## config.mk

```make
export PLATFORM = sky130hd
export DESIGN_NAME = uart_tx_buffer
export DESIGN_NICKNAME = d
export VERILOG_FILES = /design/src/rtl/uart_pkg.sv /design/src/rtl/uart_fifo.sv /design/src/rtl/uart_tx_buffer.sv
export SDC_FILE = /design/constraint.sdc
export NUM_CORES = 1
export LEC_CHECK = 0
export BUFFER_PORTS_ARGS = -buffer_cell sky130_fd_sc_hd__buf_2
export CORE_ASPECT_RATIO = 0.9
export CORE_MARGIN = 5
export CORE_UTILIZATION = 65
export DETAILED_ROUTE_END_ITERATION = 10
export PLACE_DENSITY = 0.84
export SKIP_LAST_GASP = 1
export SLEW_MARGIN = 20
export SYNTH_ARGS = -nofsm -noshare
export SYNTH_HDL_FRONTEND = slang
export SYNTH_SLANG_ARGS = --single-unit
```

## constraint.sdc

```tcl
create_clock -name clk -period 4.5 [get_ports clk]
set_input_delay 0.675 -clock clk [delete_from_list [all_inputs] [get_ports clk]]
set_output_delay 0.675 -clock clk [all_outputs]
set_load 0.02 [all_outputs]
```

## src/rtl/uart_pkg.sv

```systemverilog
// Shared definitions for the UART datapath blocks: default byte width and the
// one-hot state encoding of the transmit buffer handshake FSM.
package uart_pkg;

  localparam int TXB_DATA_WIDTH = 8;
  localparam int TXB_STATE_W    = 3;

  typedef enum logic [TXB_STATE_W-1:0] {
    TXB_IDLE      = 3'b001,
    TXB_LOAD      = 3'b010,
    TXB_WAIT_DONE = 3'b100
  } txb_state_e;

endpackage

```

## src/rtl/uart_fifo.sv

```systemverilog
// Synchronous FIFO with occupancy count; full/empty are decoded from the
// registered count so they carry no combinational path from the strobes.
module uart_fifo #(
  parameter int DATA_WIDTH = 8,
  parameter int ADDR_WIDTH = 4
) (
  input  logic                  clk,
  input  logic                  reset,
  input  logic                  wr_i,
  input  logic [DATA_WIDTH-1:0] wr_data_i,
  input  logic                  rd_i,
  output logic [DATA_WIDTH-1:0] rd_data_o,
  output logic                  full_o,
  output logic                  empty_o,
  output logic [ADDR_WIDTH:0]   count_o
);

  localparam int DEPTH = 2 ** ADDR_WIDTH;
  localparam logic [ADDR_WIDTH:0] DEPTH_CNT = (ADDR_WIDTH + 1)'(DEPTH);

  logic [DATA_WIDTH-1:0] mem_q [DEPTH];
  logic [ADDR_WIDTH-1:0] wr_ptr_q, wr_ptr_d;
  logic [ADDR_WIDTH-1:0] rd_ptr_q, rd_ptr_d;
  logic [ADDR_WIDTH:0]   count_q, count_d;
  logic                  push, pop;

  assign full_o    = (count_q == DEPTH_CNT);
  assign empty_o   = (count_q == '0);
  assign count_o   = count_q;
  assign rd_data_o = mem_q[rd_ptr_q];

  assign push = wr_i && !full_o;
  assign pop  = rd_i && !empty_o;

  // Pointers are exactly ADDR_WIDTH bits wide, so they wrap modulo DEPTH for free.
  always_comb begin
    wr_ptr_d = wr_ptr_q;
    rd_ptr_d = rd_ptr_q;
    count_d  = count_q;
    if (push) wr_ptr_d = wr_ptr_q + ADDR_WIDTH'(1);
    if (pop)  rd_ptr_d = rd_ptr_q + ADDR_WIDTH'(1);
    case ({push, pop})
      2'b10:   count_d = count_q + (ADDR_WIDTH + 1)'(1);
      2'b01:   count_d = count_q - (ADDR_WIDTH + 1)'(1);
      default: count_d = count_q;
    endcase
  end

  always_ff @(posedge clk or negedge reset) begin
    if (!reset) begin
      wr_ptr_q <= '0;
      rd_ptr_q <= '0;
      count_q  <= '0;
    end else begin
      wr_ptr_q <= wr_ptr_d;
      rd_ptr_q <= rd_ptr_d;
      count_q  <= count_d;
    end
  end

  always_ff @(posedge clk) begin
    if (push) mem_q[wr_ptr_q] <= wr_data_i;
  end

endmodule

```

## src/rtl/uart_tx_buffer.sv

```systemverilog
// Byte FIFO in front of the UART transmitter: hands one byte at a time to the
// transmitter with a start strobe and waits for its end-of-frame pulse.
module uart_tx_buffer
  import uart_pkg::*;
#(
  parameter int DATA_WIDTH = TXB_DATA_WIDTH,
  parameter int ADDR_WIDTH = 4
) (
  input  logic                  clk,
  input  logic                  reset,
  input  logic                  i_wr,
  input  logic [DATA_WIDTH-1:0] i_wr_data,
  output logic                  o_full,
  output logic                  o_empty,
  output logic [ADDR_WIDTH:0]   o_count,
  output logic                  o_overflow,
  output logic                  o_tx_start,
  output logic [DATA_WIDTH-1:0] o_tx_data,
  input  logic                  i_tx_done,
  output logic                  o_busy
);

  txb_state_e            state_q, state_d;
  logic [DATA_WIDTH-1:0] tx_data_q, tx_data_d;
  logic [DATA_WIDTH-1:0] fifo_rd_data;
  logic                  tx_start_q, tx_start_d;
  logic                  busy_q, busy_d;
  logic                  overflow_q, overflow_d;
  logic                  fifo_rd;

  uart_fifo #(
    .DATA_WIDTH(DATA_WIDTH),
    .ADDR_WIDTH(ADDR_WIDTH)
  ) u_fifo (
    .clk      (clk),
    .reset    (reset),
    .wr_i     (i_wr),
    .wr_data_i(i_wr_data),
    .rd_i     (fifo_rd),
    .rd_data_o(fifo_rd_data),
    .full_o   (o_full),
    .empty_o  (o_empty),
    .count_o  (o_count)
  );

  assign o_tx_start = tx_start_q;
  assign o_tx_data  = tx_data_q;
  assign o_busy     = busy_q;
  assign o_overflow = overflow_q;

  always_ff @(posedge clk or negedge reset) begin
    if (!reset) begin
      state_q    <= TXB_IDLE;
      tx_data_q  <= '0;
      tx_start_q <= 1'b0;
      busy_q     <= 1'b0;
      overflow_q <= 1'b0;
    end else begin
      state_q    <= state_d;
      tx_data_q  <= tx_data_d;
      tx_start_q <= tx_start_d;
      busy_q     <= busy_d;
      overflow_q <= overflow_d;
    end
  end

  // A done pulse outside WAIT_DONE belongs to no frame of ours and is ignored.
  always_comb begin
    state_d = state_q;
    case (state_q)
      TXB_IDLE:      if (!o_empty) state_d = TXB_LOAD;
      TXB_LOAD:      state_d = TXB_WAIT_DONE;
      TXB_WAIT_DONE: if (i_tx_done) state_d = TXB_IDLE;
      default:       state_d = TXB_IDLE;
    endcase
  end

  always_comb begin
    fifo_rd    = 1'b0;
    tx_start_d = 1'b0;
    tx_data_d  = tx_data_q;
    busy_d     = busy_q;
    overflow_d = overflow_q | (i_wr & o_full);
    case (state_q)
      TXB_LOAD: begin
        fifo_rd    = 1'b1;
        tx_data_d  = fifo_rd_data;
        tx_start_d = 1'b1;
        busy_d     = 1'b1;
      end
      TXB_WAIT_DONE: if (i_tx_done) busy_d = 1'b0;
      default: ;
    endcase
  end

endmodule

```

Yosys cells after proc, flatten, opt, wreduce, memory -nomap -nowiden

Memory sizes are Yosys's and may differ from the RTL's. A register that Yosys moved wholly into a read port is not among the register bits.
Cells that the tools add are included.
W data, S select, Z words.

Flip-flop bits (word level): 19
Bits in latches: 0
Bits in writable memories: 128
Memory bits (read-only): 0
Bits of input ports: 12
Word-level logic and storage cells: 41
Memories: 1

Memories:

| memory       | depth | bits a word | rd ports | clocked after memory_dff | wr ports | RTL line        | text |
|---|---|---|---|---|---|---|---|
| u_fifo.mem_q | 16    | 8           | 1        | 1                        | 1        | uart_fifo.sv:21 | `logic [DATA_WIDTH-1:0] mem_q [DEPTH];` |

Add/sub/neg operators: 4
Multiply operators: 0
Divide/modulo/power cells: 0
Order comparisons: 0
Eq/ne operators: 8
Shift-type cells: 0
Mux-type cells: 9
Bitwise operators: 2
Reductions and logical operators: 10

Operator list:

| cell                  | number |
|---|---|
| $pmux W5 S2           | 1 |
| $pmux W3 S3           | 1 |
| $add A4 B1 Y4 const B | 2 |
| $mux W3               | 2 |
| $add A5 B1 Y5 const B | 1 |
| $eq A5 B5 Y1 const B  | 1 |
| $logic_not A5 Y1      | 1 |
| $sub A5 B1 Y5 const B | 1 |
| $mux W1               | 4 |
| $ne A2 B2 Y1 const B  | 2 |
| $reduce_and A2 Y1     | 2 |
| $reduce_bool A2 Y1    | 2 |
| $eq A3 B1 Y1 const B  | 1 |
| $eq A3 B2 Y1 const B  | 1 |
| $eq A3 B3 Y1 const B  | 1 |
| $logic_not A1 Y1      | 3 |
| $eq A2 B1 Y1 const B  | 1 |
| $eq A2 B2 Y1 const B  | 1 |
| $logic_and A1 B1 Y1   | 2 |
| $pmux W1 S2           | 1 |
| $and A1 B1 Y1         | 1 |
| $or A1 B1 Y1          | 1 |

Depth between registers and ports, before layout

Depth after elaboration: 5
Depth in mapped cells: 14
Depth with buffers taken out: 12

Hierarchy

Synthesis repeated with hierarchy kept, for this count alone.

Cell total of the unflattened synthesis: 364
Area total of the unflattened synthesis: 6333.6 um2

By module, submodules not included:

| module         | instances | cells each | area an instance (um2) |
|---|---|---|---|
| uart_fifo      | 1         | 332        | 5779.3 |
| uart_tx_buffer | 1         | 32         | 554.3 |

Worst setup path before layout

Ideal clock, no wire load.

Path type: register -> register
From: reg u_fifo.count_q[0] (netlist: u_fifo.count_o[0])
To: reg u_fifo.count_q[4] (netlist: u_fifo.count_o[4])
Library setup time: 132 ps
Arrival: 2519 ps
Setup slack: 1849 ps
Cell stages (with the launch flop): 15
Buffers on the path: 2
Clock period less this slack: 2651 ps
Cells stage by stage: dfrtp_1 -> nor4_2 -> nand2_1 -> and2_1 -> buf_2 -> inv_1 -> ha_1 -> clkbuf_1 -> xor2_1 -> ha_1 -> a21oi_1 -> nor2_1 -> o21ai_0 -> a21oi_1 -> xor2_1

Cells in the longest elaborated chain, start to end: 5

RTL lines:

| what                                                     | RTL line                         | text |
|---|---|---|
| start: declaration                                       | uart_fifo.sv:24                  | `logic [ADDR_WIDTH:0] count_q, count_d;` |
| start signal: assignment                                 | uart_fifo.sv:57                  | `count_q <= count_d;` |
| $eq A5 B5 Y1 / $logic_not A5 Y1 (equally long branches)  | uart_fifo.sv:27, uart_fifo.sv:28 |  |
| $logic_not A1 Y1 (on tied branches)                      | uart_fifo.sv:32, uart_fifo.sv:33 |  |
| $logic_and A1 B1 Y1 (on tied branches)                   | uart_fifo.sv:32, uart_fifo.sv:33 |  |
| $eq A2 B1 Y1 / $eq A2 B2 Y1 (equally long branches)      | uart_fifo.sv:42                  | `case ({push, pop})` |
| $pmux W5 S2 / $reduce_bool A2 Y1 (equally long branches) | n/a                              |  |

Parallel ways exist; a longest one is shown, timed or not.
A chain may end at the register's enable or synchronous reset.

Worst setup path after layout

Ends and elaborated chain as after synthesis.

==> reports/qor.csv <==
metric,value,unit
critical path data arrival time,3.25,ns
kind of critical path,reg -> reg,
syn nets,353,
Slew Limit Fails,0,
Max Fclk,356,MHz
Worst-Skew Late Latency,0.53,ns
Yosys cell types,41,
Power Density,659,nW/µm²
Post-CTS Setup Bufs,0,
Yosys top cell area share,0.613,
maximum clock insertion buffer count,2,
filler instances,564,
CTS buffer count,17,
Reg area,4520,µm²
P&R area growth vs syn,12.9,%
M2 GR Usage,0.354,
setup TNS,0,ns
met1 usage,0.306,
die footprint,11700,µm²
number of flops mapped to enable cells by yosys,128,
Final ANT Viol Nets,0,
worst slew pin tran,1.02,ns
Final period util,0.623,
Final min period,2.81,ns
CTS Sinks,155,
core area,9530,µm²
Avg Synthesized Cell Area,18.8,µm²
total wire length,11800,µm
global-route wire length before repair,18400,µm
WL per Instance,23.0,µm
Yosys top cell by area,edfxtp_1,
sequential-to-total area share from yosys stat,0.721,
top_reg_cell synth,edfxtp_1,
critical-path cell list,nor4_2 -> nand2_1 -> and2_1 -> inv_1 -> ha_1 -> xor2_1 -> ha_1 -> a21oi_1 -> nor2_1 -> o21ai_0 -> a21oi_1 -> xor2_1,
CP endpoint kind,flop,
H-Tree Depth,4,
GRT busiest layer,met2,
DIE WIDTH,114,µm
cells after synthesis,333,
Syn Std Cell Area,6270,µm²
fin nets,392,
Ant. Diodes,0,
Hold Path Class,in -> async,
top-count cell post-synth,edfxtp_1,
ys async rst share,0.174,
Crit Path Max Fanout,9,
ratio of cells with drive above 1 in the final layout,0.244,
DPL Wire Length,7230,µm
Max Cap Violations,0,
"top cells by area, synth","edfxtp_1, dfrtp_1, mux4_2, mux4_1, mux2i_1",
drt pass-1 iters,5,
DRC,0,
Clock transition at path regs,0.06,ns
Max IR drop VDD,386,µV
Synth top cells by count,"edfxtp_1, dfrtp_1, nor2_1, mux4_2, mux2i_1",
post-synthesis register bit count,155,
final std cells w/o fill,511,
vias in the first global route,3116,
CTS tree,done,
clk_skew,0.0146,ns
final setup violation count,0,
startpoint types,flop,
Routability Congestion,0.847,
Starting Density,0.658,
row cnt,34,
Vias/cell,6.21,
YS warnings,0,
Iteration-0 DRC Markers,403,
via count,3171,
slew margin rel.,0.317,
PortBufs,29,
Resized cells post-CTS,0,
Max stage delay on crit path,0.47,ns
initial antenna violation count,0,
die height,103,µm
routing usage on met3,0.0448,
largest net degree at the start of global routing,37,
Leak,0.00258,µW
Inst Count DP,479,
RSZ-0062 raised after global routing,false,
area of the multi-input gates,1600,µm²
hold-fix buffers at CTS,0,
CP max stage cell,dfrtp_1,
IO Pins,30,
outcome,"complete, no violations",
Root Driver,clkbuf_8,
Hold Fails Final Rpt,0,
final global-route overflow total,0,
total track usage,0.221,
WP data required,4.94,ns
## final cells by class
| class | instances | area share |
|---|---|---|
| Clock buffer | 17 | 0.0585 |
| Clock inverter | 15 | 0.0232 |
| Inverter | 8 | 0.00424 |
| Multi-Input combinational cell | 155 | 0.226 |
| Sequential cell | 155 | 0.639 |
| Tap cell | 126 | 0.0223 |
| Timing Repair Buffer | 35 | 0.0269 |
## registers in the layout (all words and copies together), names as in the netlist
register         flops
u_fifo.mem_q       128
u_fifo.wr_ptr_q      4
u_fifo.count_o       5
state_q              3
o_busy               1
u_fifo.rd_ptr_q      4
o_tx_data            8
o_tx_start           1
o_overflow           1
## placed cells by master (no fill, tap or decap), types with 3 or more instances in the layout
cell type  instances
edfxtp_1         128
buf_2             29
dfrtp_1           25
nor2_1            20
mux4_2            19
mux2i_1           17
nand2_1           16
clkbuf_16         16
mux4_1            12
a21oi_1            8
ha_1               8
inv_1              7
nor3_1             7
xnor2_1            7
o221ai_1           7
xor2_1             6
buf_4              6
o21ai_0            4
inv_6              4
nand2b_1           3
## path summary, 6_finish.rpt
kind,from,to,slack [ns],cells past startpoint
max,u_fifo.count_o[0]$_DFFE_PN0P_,u_fifo.count_o[4]$_DFFE_PN0P_,1.69,12
min,reset,u_fifo.count_o[3]$_DFFE_PN0P_,0.16,1
max reg2reg,u_fifo.count_o[0]$_DFFE_PN0P_,u_fifo.count_o[4]$_DFFE_PN0P_,1.69,12
min reg2reg,o_overflow$_DFF_PN0_,o_overflow$_DFF_PN0_,0.47,1
max in group asynchronous,reset,u_fifo.rd_ptr_q[0]$_DFFE_PN0P_,3.90,1
min in group clk,i_wr,o_overflow$_DFF_PN0_,0.38,2
## kinds of logic after synthesis
kind of cell,Yosys count,synth area share
adder cells (fa/ha/maj),8,0.0160
XOR/XNOR,13,0.0182
multiplexers,50,0.149
AO/OA/AOI/OAI,26,0.0269
AND/OR/NAND/NOR,58,0.0451
buffers and inverters,23,0.0235
flip-flops,155,0.721
## worst max-delay path: cells and delay by family (launching register included)
kind                       cells  cell delay, ns
AOI/OAI and AO/OA              3            0.38
DFF                            1            0.47
xor gates and xnor gates       2            0.34
adders and majority gates      2            0.58
and+or+nand+nor                4            0.84
buffers and inverters          1            0.12
## power by group
part | leakage, µW | internal, µW | switching [µW] | total, µW
Clock | 0.000281 | 800 | 579 | 1380
Combinational | 0.000813 | 572 | 679 | 1250
Sequential | 0.00149 | 1800 | 234 | 2030
## per-stage QoR
| step | instance area, µm² | utilization | setup WS [ns] | hold WS [ns] | total power (µW) |
|---|---|---|---|---|---|
| floorplan | 6270 | - | 1.85 | 0.379 | 2990 |
| global placement | 6500 | 0.682 | 1.93 | 0.437 | 3250 |
| detailed placement | 6500 | 0.682 | 1.76 | 0.443 | 3310 |
| CTS | 7080 | 0.743 | 1.73 | 0.161 | 4680 |
| global route | 7080 | 0.743 | 1.50 | 0.200 | 4880 |
| finish | 7080 | 0.743 | 1.69 | 0.162 | 4660 |
## layer usage
metal | up-vias | share of wire | wire [µm]
li1 | 1400 | - | -
met1 | 1620 | 0.42 | 4890
met2 | 138 | 0.50 | 5870
met3 | 13 | 0.075 | 886
met4 | 0 | 0.011 | 131
met5 | - | 0 | 0
Note: power is estimated with default switching activity, not from simulation.
